===== src/rtl/viterbi_pkg.sv =====
// Shared constants, types and trellis helpers for the 8-state K=4 Viterbi datapath.
// Pure declarations; no timing.
// Used by the ACS unit, survivor path and traceback logic.
package viterbi_pkg;

  localparam int NB_STATES = 8;
  localparam logic [3:0] G0 = 4'o15;  // taps on {u, s[2], s[1], s[0]}
  localparam logic [3:0] G1 = 4'o17;

  localparam int SOFT_W  = 3;
  localparam int PM_W    = 8;
  localparam int BM_W    = SOFT_W + 1;
  localparam int PM_INIT = 64;

  typedef logic [PM_W-1:0] pm_t;
  typedef logic [BM_W-1:0] bm_t;

  // Encoder output {c0,c1} for input u leaving state s (s[2] is the newest bit).
  function automatic logic [1:0] expected_bits(input logic u, input logic [2:0] state);
    logic [3:0] reg_v;
    reg_v = {u, state};
    return {^(reg_v & G0), ^(reg_v & G1)};
  endfunction

endpackage


===== src/rtl/acs_node.sv =====
// Two-input add-compare-select for one trellis state.
// Purely combinational; no backpressure.
// A tie keeps the even predecessor (decision 0).
module acs_node #(
  parameter int PM_W = 8,
  parameter int BM_W = 4
) (
  input  logic [PM_W-1:0] pm0_i,
  input  logic [PM_W-1:0] pm1_i,
  input  logic [BM_W-1:0] bm0_i,
  input  logic [BM_W-1:0] bm1_i,
  output logic [PM_W-1:0] pm_o,
  output logic            dec_o
);

  logic [PM_W-1:0] cand0, cand1;

  // Metric spread is bounded well below 2^PM_W, so the sums never wrap.
  always_comb begin
    cand0 = pm0_i + {{(PM_W-BM_W){1'b0}}, bm0_i};
    cand1 = pm1_i + {{(PM_W-BM_W){1'b0}}, bm1_i};
    dec_o = (cand1 < cand0);
    pm_o  = dec_o ? cand1 : cand0;
  end

endmodule


===== src/rtl/acs_unit.sv =====
// Eight-state add-compare-select with MSB-clear normalisation and best-state search.
// One cycle from an accepted symbol pair to registered decision/best_state/dec_valid.
// No backpressure: downstream always accepts on dec_valid; start overrides enable.
module acs_unit
  import viterbi_pkg::*;
#(
  parameter int SOFT_W  = viterbi_pkg::SOFT_W,
  parameter int PM_W    = viterbi_pkg::PM_W,
  parameter int PM_INIT = viterbi_pkg::PM_INIT
) (
  input  logic              clk,
  input  logic              rst,
  input  logic              start,
  input  logic              enable,
  input  logic [SOFT_W-1:0] sym0,
  input  logic [SOFT_W-1:0] sym1,
  output logic [7:0]        decision,
  output logic              dec_valid,
  output logic [2:0]        best_state
);

  localparam int BM_LW = SOFT_W + 1;
  localparam logic [PM_W-1:0] INIT_PM = PM_W'(PM_INIT);

  logic [PM_W-1:0]  pm_q   [NB_STATES];
  logic [PM_W-1:0]  pm_d   [NB_STATES];
  logic [PM_W-1:0]  sel_pm [NB_STATES];
  logic [BM_LW-1:0] bm_c   [4];          // indexed by expected {c0,c1}
  logic [7:0]       dec_w;
  logic [7:0]       decision_q;
  logic             dec_valid_q;
  logic [2:0]       best_q, best_d;
  logic [PM_W-1:0]  best_pm;
  logic [7:0]       msb_v;
  logic             norm;

  // Branch metric for each of the four possible expected code pairs.
  always_comb begin
    for (int c = 0; c < 4; c++) begin
      logic [SOFT_W-1:0] d0, d1;
      d0 = c[1] ? ~sym0 : sym0;  // distance to a '1' is max - sym
      d1 = c[0] ? ~sym1 : sym1;
      bm_c[c] = {1'b0, d0} + {1'b0, d1};
    end
  end

  for (genvar n = 0; n < NB_STATES; n++) begin : g_node
    localparam logic [2:0] NS = 3'(n);
    localparam logic [2:0] P0 = {NS[1:0], 1'b0};
    localparam logic [2:0] P1 = {NS[1:0], 1'b1};
    localparam logic [1:0] C0 = expected_bits(NS[2], P0);
    localparam logic [1:0] C1 = expected_bits(NS[2], P1);

    acs_node #(.PM_W(PM_W), .BM_W(BM_LW)) u_node (
      .pm0_i (pm_q[P0]),
      .pm1_i (pm_q[P1]),
      .bm0_i (bm_c[C0]),
      .bm1_i (bm_c[C1]),
      .pm_o  (sel_pm[n]),
      .dec_o (dec_w[n])
    );
  end

  // Clear the MSB everywhere once every survivor has it set; then find the lowest-index minimum.
  always_comb begin
    for (int n = 0; n < NB_STATES; n++) msb_v[n] = sel_pm[n][PM_W-1];
    norm = &msb_v;
    for (int n = 0; n < NB_STATES; n++) begin
      pm_d[n] = sel_pm[n];
      if (norm) pm_d[n][PM_W-1] = 1'b0;
    end
    best_d  = '0;
    best_pm = pm_d[0];
    for (int n = 1; n < NB_STATES; n++) begin
      if (pm_d[n] < best_pm) begin
        best_pm = pm_d[n];
        best_d  = 3'(n);
      end
    end
  end

  // Metric and output registers; start reloads metrics but leaves decision/best_state alone.
  always_ff @(posedge clk or negedge rst) begin
    if (!rst) begin
      for (int n = 0; n < NB_STATES; n++) pm_q[n] <= (n == 0) ? '0 : INIT_PM;
      decision_q  <= '0;
      best_q      <= '0;
      dec_valid_q <= 1'b0;
    end else if (start) begin
      for (int n = 0; n < NB_STATES; n++) pm_q[n] <= (n == 0) ? '0 : INIT_PM;
      dec_valid_q <= 1'b0;
    end else if (enable) begin
      for (int n = 0; n < NB_STATES; n++) pm_q[n] <= pm_d[n];
      decision_q  <= dec_w;
      best_q      <= best_d;
      dec_valid_q <= 1'b1;
    end else begin
      dec_valid_q <= 1'b0;
    end
  end

  assign decision   = decision_q;
  assign dec_valid  = dec_valid_q;
  assign best_state = best_q;

endmodule


===== config.mk =====
export PLATFORM = sky130hd
export DESIGN_NAME = acs_unit
export DESIGN_NICKNAME = d
export VERILOG_FILES = /design/src/rtl/viterbi_pkg.sv /design/src/rtl/acs_node.sv /design/src/rtl/acs_unit.sv
export SDC_FILE = /design/constraint.sdc
export NUM_CORES = 1
export LEC_CHECK = 0
export ABC_AREA = 1
export CORE_UTILIZATION = 29
export CTS_CLUSTER_SIZE = 25
export DETAILED_ROUTE_END_ITERATION = 12
export MAX_ROUTING_LAYER = met4
export PLACE_DENSITY = 0.39
export SYNTH_ARGS = -nofsm -noshare
export SYNTH_HDL_FRONTEND = slang
export SYNTH_HIERARCHICAL = 1
export SYNTH_SLANG_ARGS = --single-unit

===== constraint.sdc =====
create_clock -name clk -period 24.4 [get_ports clk]
set_clock_uncertainty 0.15 [all_clocks]
set_input_delay 4.88 -clock clk [delete_from_list [all_inputs] [get_ports clk]]
set_output_delay 4.88 -clock clk [all_outputs]
set_load 0.02 [all_outputs]

* After elaboration in Yosys (flattened, before gate mapping)
Index checks and enable logic that the tools add are counted.
** Storage, ports and cells
- Output and inout port bits :: 12
- Word-level logic and storage cells :: 85
- Register bits after elaboration :: 76
- Input port bits :: 10
** Cells by class
- Magnitude comparators :: 15
- Bitwise logic cells :: 3
- Muxes and demuxes :: 33
- Add/subtract/negate cells :: 20
- Reductions and logical operators :: 3
** Operator list (count)
- adder 8 x 4 -> 8 bit :: 16
- 2-to-1 mux 64 bit :: 2
- < comparator 8 bit :: 15
- 2-to-1 mux 8 bit :: 14
- 2-to-1 mux 3 bit :: 6
- adder 3 x 3 -> 4 bit :: 4
- 2-to-1 mux 1 bit :: 11
- AND reduction 8 bit :: 1
- inverter 3 bit :: 2
- AND reduction 2 bit :: 1
- nonzero test 2 bit :: 1
- inverter 1 bit :: 1

* Depth between registers and ports, before layout
- Depth after elaboration :: 21
- Gate-level depth with buffers :: 90
- Depth with buffers taken out :: 85

* Cells and area by module
Netlist, hierarchy kept.
** Modules (own cells, without submodules)
- acs_unit :: seq. area each 1910.6 um2, area each 5009.8 um2, cells each 619, times used 1
- acs_node at g_node[0].u_node ... :: seq. area each 0.0 um2, area each 838.3 um2, cells each 153, times used 4
- acs_node at g_node[2].u_node ... :: seq. area each 0.0 um2, area each 834.6 um2, cells each 153, times used 4

* Least setup slack after synthesis
Ideal clock, no wire load.
- Kind :: in2reg
- Start :: in sym0[0]
- End :: reg best_q[0], in the netlist best_state[0]
- Setup slack :: 8025 ps
- Setup time :: 73 ps
- Arrival time :: 16152 ps
- Stages :: 74
- Data required time :: 24177 ps
- Path buffers :: 6
- Cell sequence :: inv_1 -> ha_1 -> inv_1 -> fa_1 -> xnor2_1 -> ha_1 -> a21oi_1 -> nand2_1 -> nand2_1 -> nand2_1 -> nand2_1 -> nand2_1 -> ha_1 -> nand2_1 -> nor2_1 -> nand2_2 -> nand2_4 -> nand2_1 -> [... 38 more ...] -> nand2_2 -> clkbuf_1 -> nand2_1 -> o21ai_0 -> ha_1 -> a21oi_1 -> nor2_1 -> a211oi_1 -> nand2_4 -> buf_2 -> nand2_1 -> o21ai_1 -> ha_1 -> a21oi_1 -> nor2_1 -> a211oi_1 -> nand2_2 -> a21oi_2
** RTL lines
- from (decl) :: line acs_unit.sv:15 : input logic [SOFT_W-1:0] sym0,
- to (signal assigned) :: line acs_unit.sv:95 : best_q <= best_d;
- to (decl) :: line acs_unit.sv:32 : logic [2:0] best_q, best_d;

==> metrics.md <==
| Metric | Value |
|---|---|
| Status | complete, no violations |
| Worst slew pin tran | roughly 1.1 ns |
| Synthesized area | approximately 12000 µm² |
| Worst path max stage delay | about 0.88 ns |
| Max H-tree Level | 3 |
| Fillcell total | 4413 |
| Routed via count | about 11000 |
| Cts bufs inserted | 9 |
| CP max stage cell | xnor2_1 |
| Die height | ~200 µm |
| Starting DRT DRC Count | approximately 530 |
| Main synth FF type | dfrtp_1 |
| Post-synthesis cell count | around 1800 |
| Area grow syn2layout | 9.59% |
| CORE AREA | 39700 µm² |
| Fmax | about 54 MHz |
| Vias/cell | ~4.8 |
| Syn_nets | 2047 |
| DRC viols | 0 |
| Final Cycle Share | 75.8% |
| Mapped Avg Cell Area | 6.35 µm² |
| Setup violators final | 0 |
| Post-DRT Antenna Nets | 0 |
| Register bit total from synthesis | 76 |
| Nets | between 2000 and 2500 |
| Layout cell share with drive strength beyond 1 | under 10% |
| Worst Setup Start Kind | primary input |
| Clk slew on worst S/H paths | ~0.060 ns |
| Max-slew violations | 0 |
| Detailed placement HPWL | 32700 µm |
| Max_slew headroom | 23.3% |
| CP max FO | 18 |
| CTS tree | done |
| Setup TNS | 0 ns |
| Unrepaired setup endpoints after global routing | false |
| Critical path type | primary input to flop |
| Number of synthesized flops with an enable pin | 0 |
| WL final | about 40000 µm |
| Initial DRT Pass Iterations | 5 |
| Crit path time final | between 15 and 20 ns |
| Vias in the first global route | around 11000 |
| Register area share after synthesis | ~16% |
| Post-synth ARST share | 100% |
| Clk buf depth | 2 |
| Yosys cell types | 37 |
| Fin Hold WS | 0.329 ns |
| Largest net degree at the start of global routing | 58 |
| # hold bufs at CTS | 0 |
| Reg2Reg Setup Slack | approximately 12 ns |
| Post-DR wirelength/cell | 17.1 µm |
| First-pass GRT wire length | roughly 64000 µm |
| Initial antenna violation count | 1 |
| Worst hold path class | flop to flop |
| Clock root buffer | clkbuf_16 |
| Placed insts | 2373 |
| GRT overflow | 0 |
| Sink Count | 76 |
| IO Count | 22 |
| RD Place Congestion | 0.826 |
| FP Rows | 73 |
| Max cap viols | 0 |
| All-layer global routing usage | a little over a fifth |
| Worst EP arrival | 18.65 ns |
| Setup Buffers After CTS | 0 |
| # resized after CTS | 0 |
| Die area | approximately 40000 µm² |
| Die Width | a little over 200 µm |
| Crit end category | flop |
| Ys Warns | 6 |
| Final cell count without fillers | ~2400 |
| Endpoints failing hold | 0 |
| WP data required | 24.56 ns |
| Initial Utilization | 29.5% |
| Buffers on Ports | 21 |
| Worst-skew pair later-pin latency | ~0.38 ns |
state kept, by name, indices dropped and copies added, names as in the netlist:
signal      cells
pm_q           64
dec_valid       1
best_state      3
decision        8
final timing paths:
kind,end,from,depth (start not counted)
min in group asynchronous,decision[3],rst,1
worst max-delay path,best_state[2],sym1[1],61
worst min register to register,decision[5],decision[5],2
worst max register to register,best_state[2],pm_q[56],62
worst min-delay path,decision[5],decision[5],2
max in group asynchronous,pm_q[16],rst,2
final cells by class:
cell class                 instances  area, µm²  share of cell area, %
antenna                            1       2.50                 0.0195
clock buffer                      10        229                   1.79
clock inverter                     5       53.8                  0.420
inverter                         282       1060                   8.25
multi-input combinational       1464       8670                   67.6
sequential                        76       1910                   14.9
tap                              525        657                   5.12
timing repair buffer              26        245                   1.91
metrics by stage:
| stage | worst slack (ns) | utilization, % | cell area, µm² |
|---|---|---|---|
| final | 5.91 | 32.3 | 12800 |
| after global routing | 4.76 | 32.3 | 12800 |
| after CTS | 6.00 | 32.3 | 12800 |
| after detailed placement | 5.62 | 31.6 | 12500 |
| after global placement | 5.79 | 31.6 | 12500 |
| after floorplan | 8.02 | - | 11700 |
synthesized netlist by cell type, types with 24 or more instances:
library cell	instances	area (µm²)
inv_2	25	93.8
nand3_1	158	791
dfrtp_1	69	1730
nor2_1	77	289
inv_1	255	957
a21oi_1	40	200
ha_1	174	2180
xor2_1	28	245
nand2_1	696	2610
nand2_2	36	225
a22o_1	30	263
nand4_1	24	150
o21ai_0	56	280
critical path, delay by kind of cell:
| kind | cells | cell delay (ns) |
|---|---|---|
| AO/OA/AOI/OAI | 18 | 5.06 |
| AND/OR/NAND/NOR | 27 | 3.61 |
| adder cells (fa/ha/maj) | 9 | 3.02 |
| XOR/XNOR | 2 | 1.10 |
| buffers and inverters | 5 | 0.98 |
layer usage:
| metal | share of wire [%] | wire length [µm] | vias up | GRT usage [%] |
|---|---|---|---|---|
| met2 | 46 | 18900 | 140 | 34.5 |
| met5 | 0 | 0 | - | - |
| met3 | 2.3 | 945 | 42 | 2.76 |
| li1 | - | - | 5913 | - |
| met4 | 1.8 | 747 | 0 | 5.69 |
| met1 | 50 | 20200 | 5253 | 27.5 |
cells by family (layout without fill, tap and decap cells):
logic type                 after synthesis  count (layout)  synth area share (%)
buffers and inverters                  303             323                  9.73
and+or+nand+nor                       1053            1053                  39.1
adders and majority gates              194             194                  22.0
AOI/OAI and AO/OA                      177             177                  9.82
xor gates and xnor gates                40              40                  2.99
other                                    0               1                     0
DFF                                     76              76                  16.3
cells in the final DEF, fill, tap and decap left out, drive strengths merged, types with 6 or more instances in the layout:
| master | count |
|---|---|
| o22a | 7 |
| nand3b | 12 |
| xnor2 | 12 |
| and2 | 8 |
| dfrtp | 69 |
| nand2 | 745 |
| nor3 | 8 |
| ha | 174 |
| fa | 20 |
| or2 | 20 |
| o21bai | 8 |
| nand4 | 24 |
| buf | 6 |
| dfstp | 7 |
| inv | 279 |
| clkbuf | 10 |
| a211oi | 6 |
| nand3 | 158 |
| clkinv | 7 |
| a21oi | 59 |
| nor2 | 77 |
| o21ai | 63 |
| a22o | 30 |
| clkdlybuf4s50 | 20 |
| xor2 | 28 |
Power is left out: the tool's default activity adds up to more than one toggle a clock period on the data nets, which glitch-free logic cannot reach.
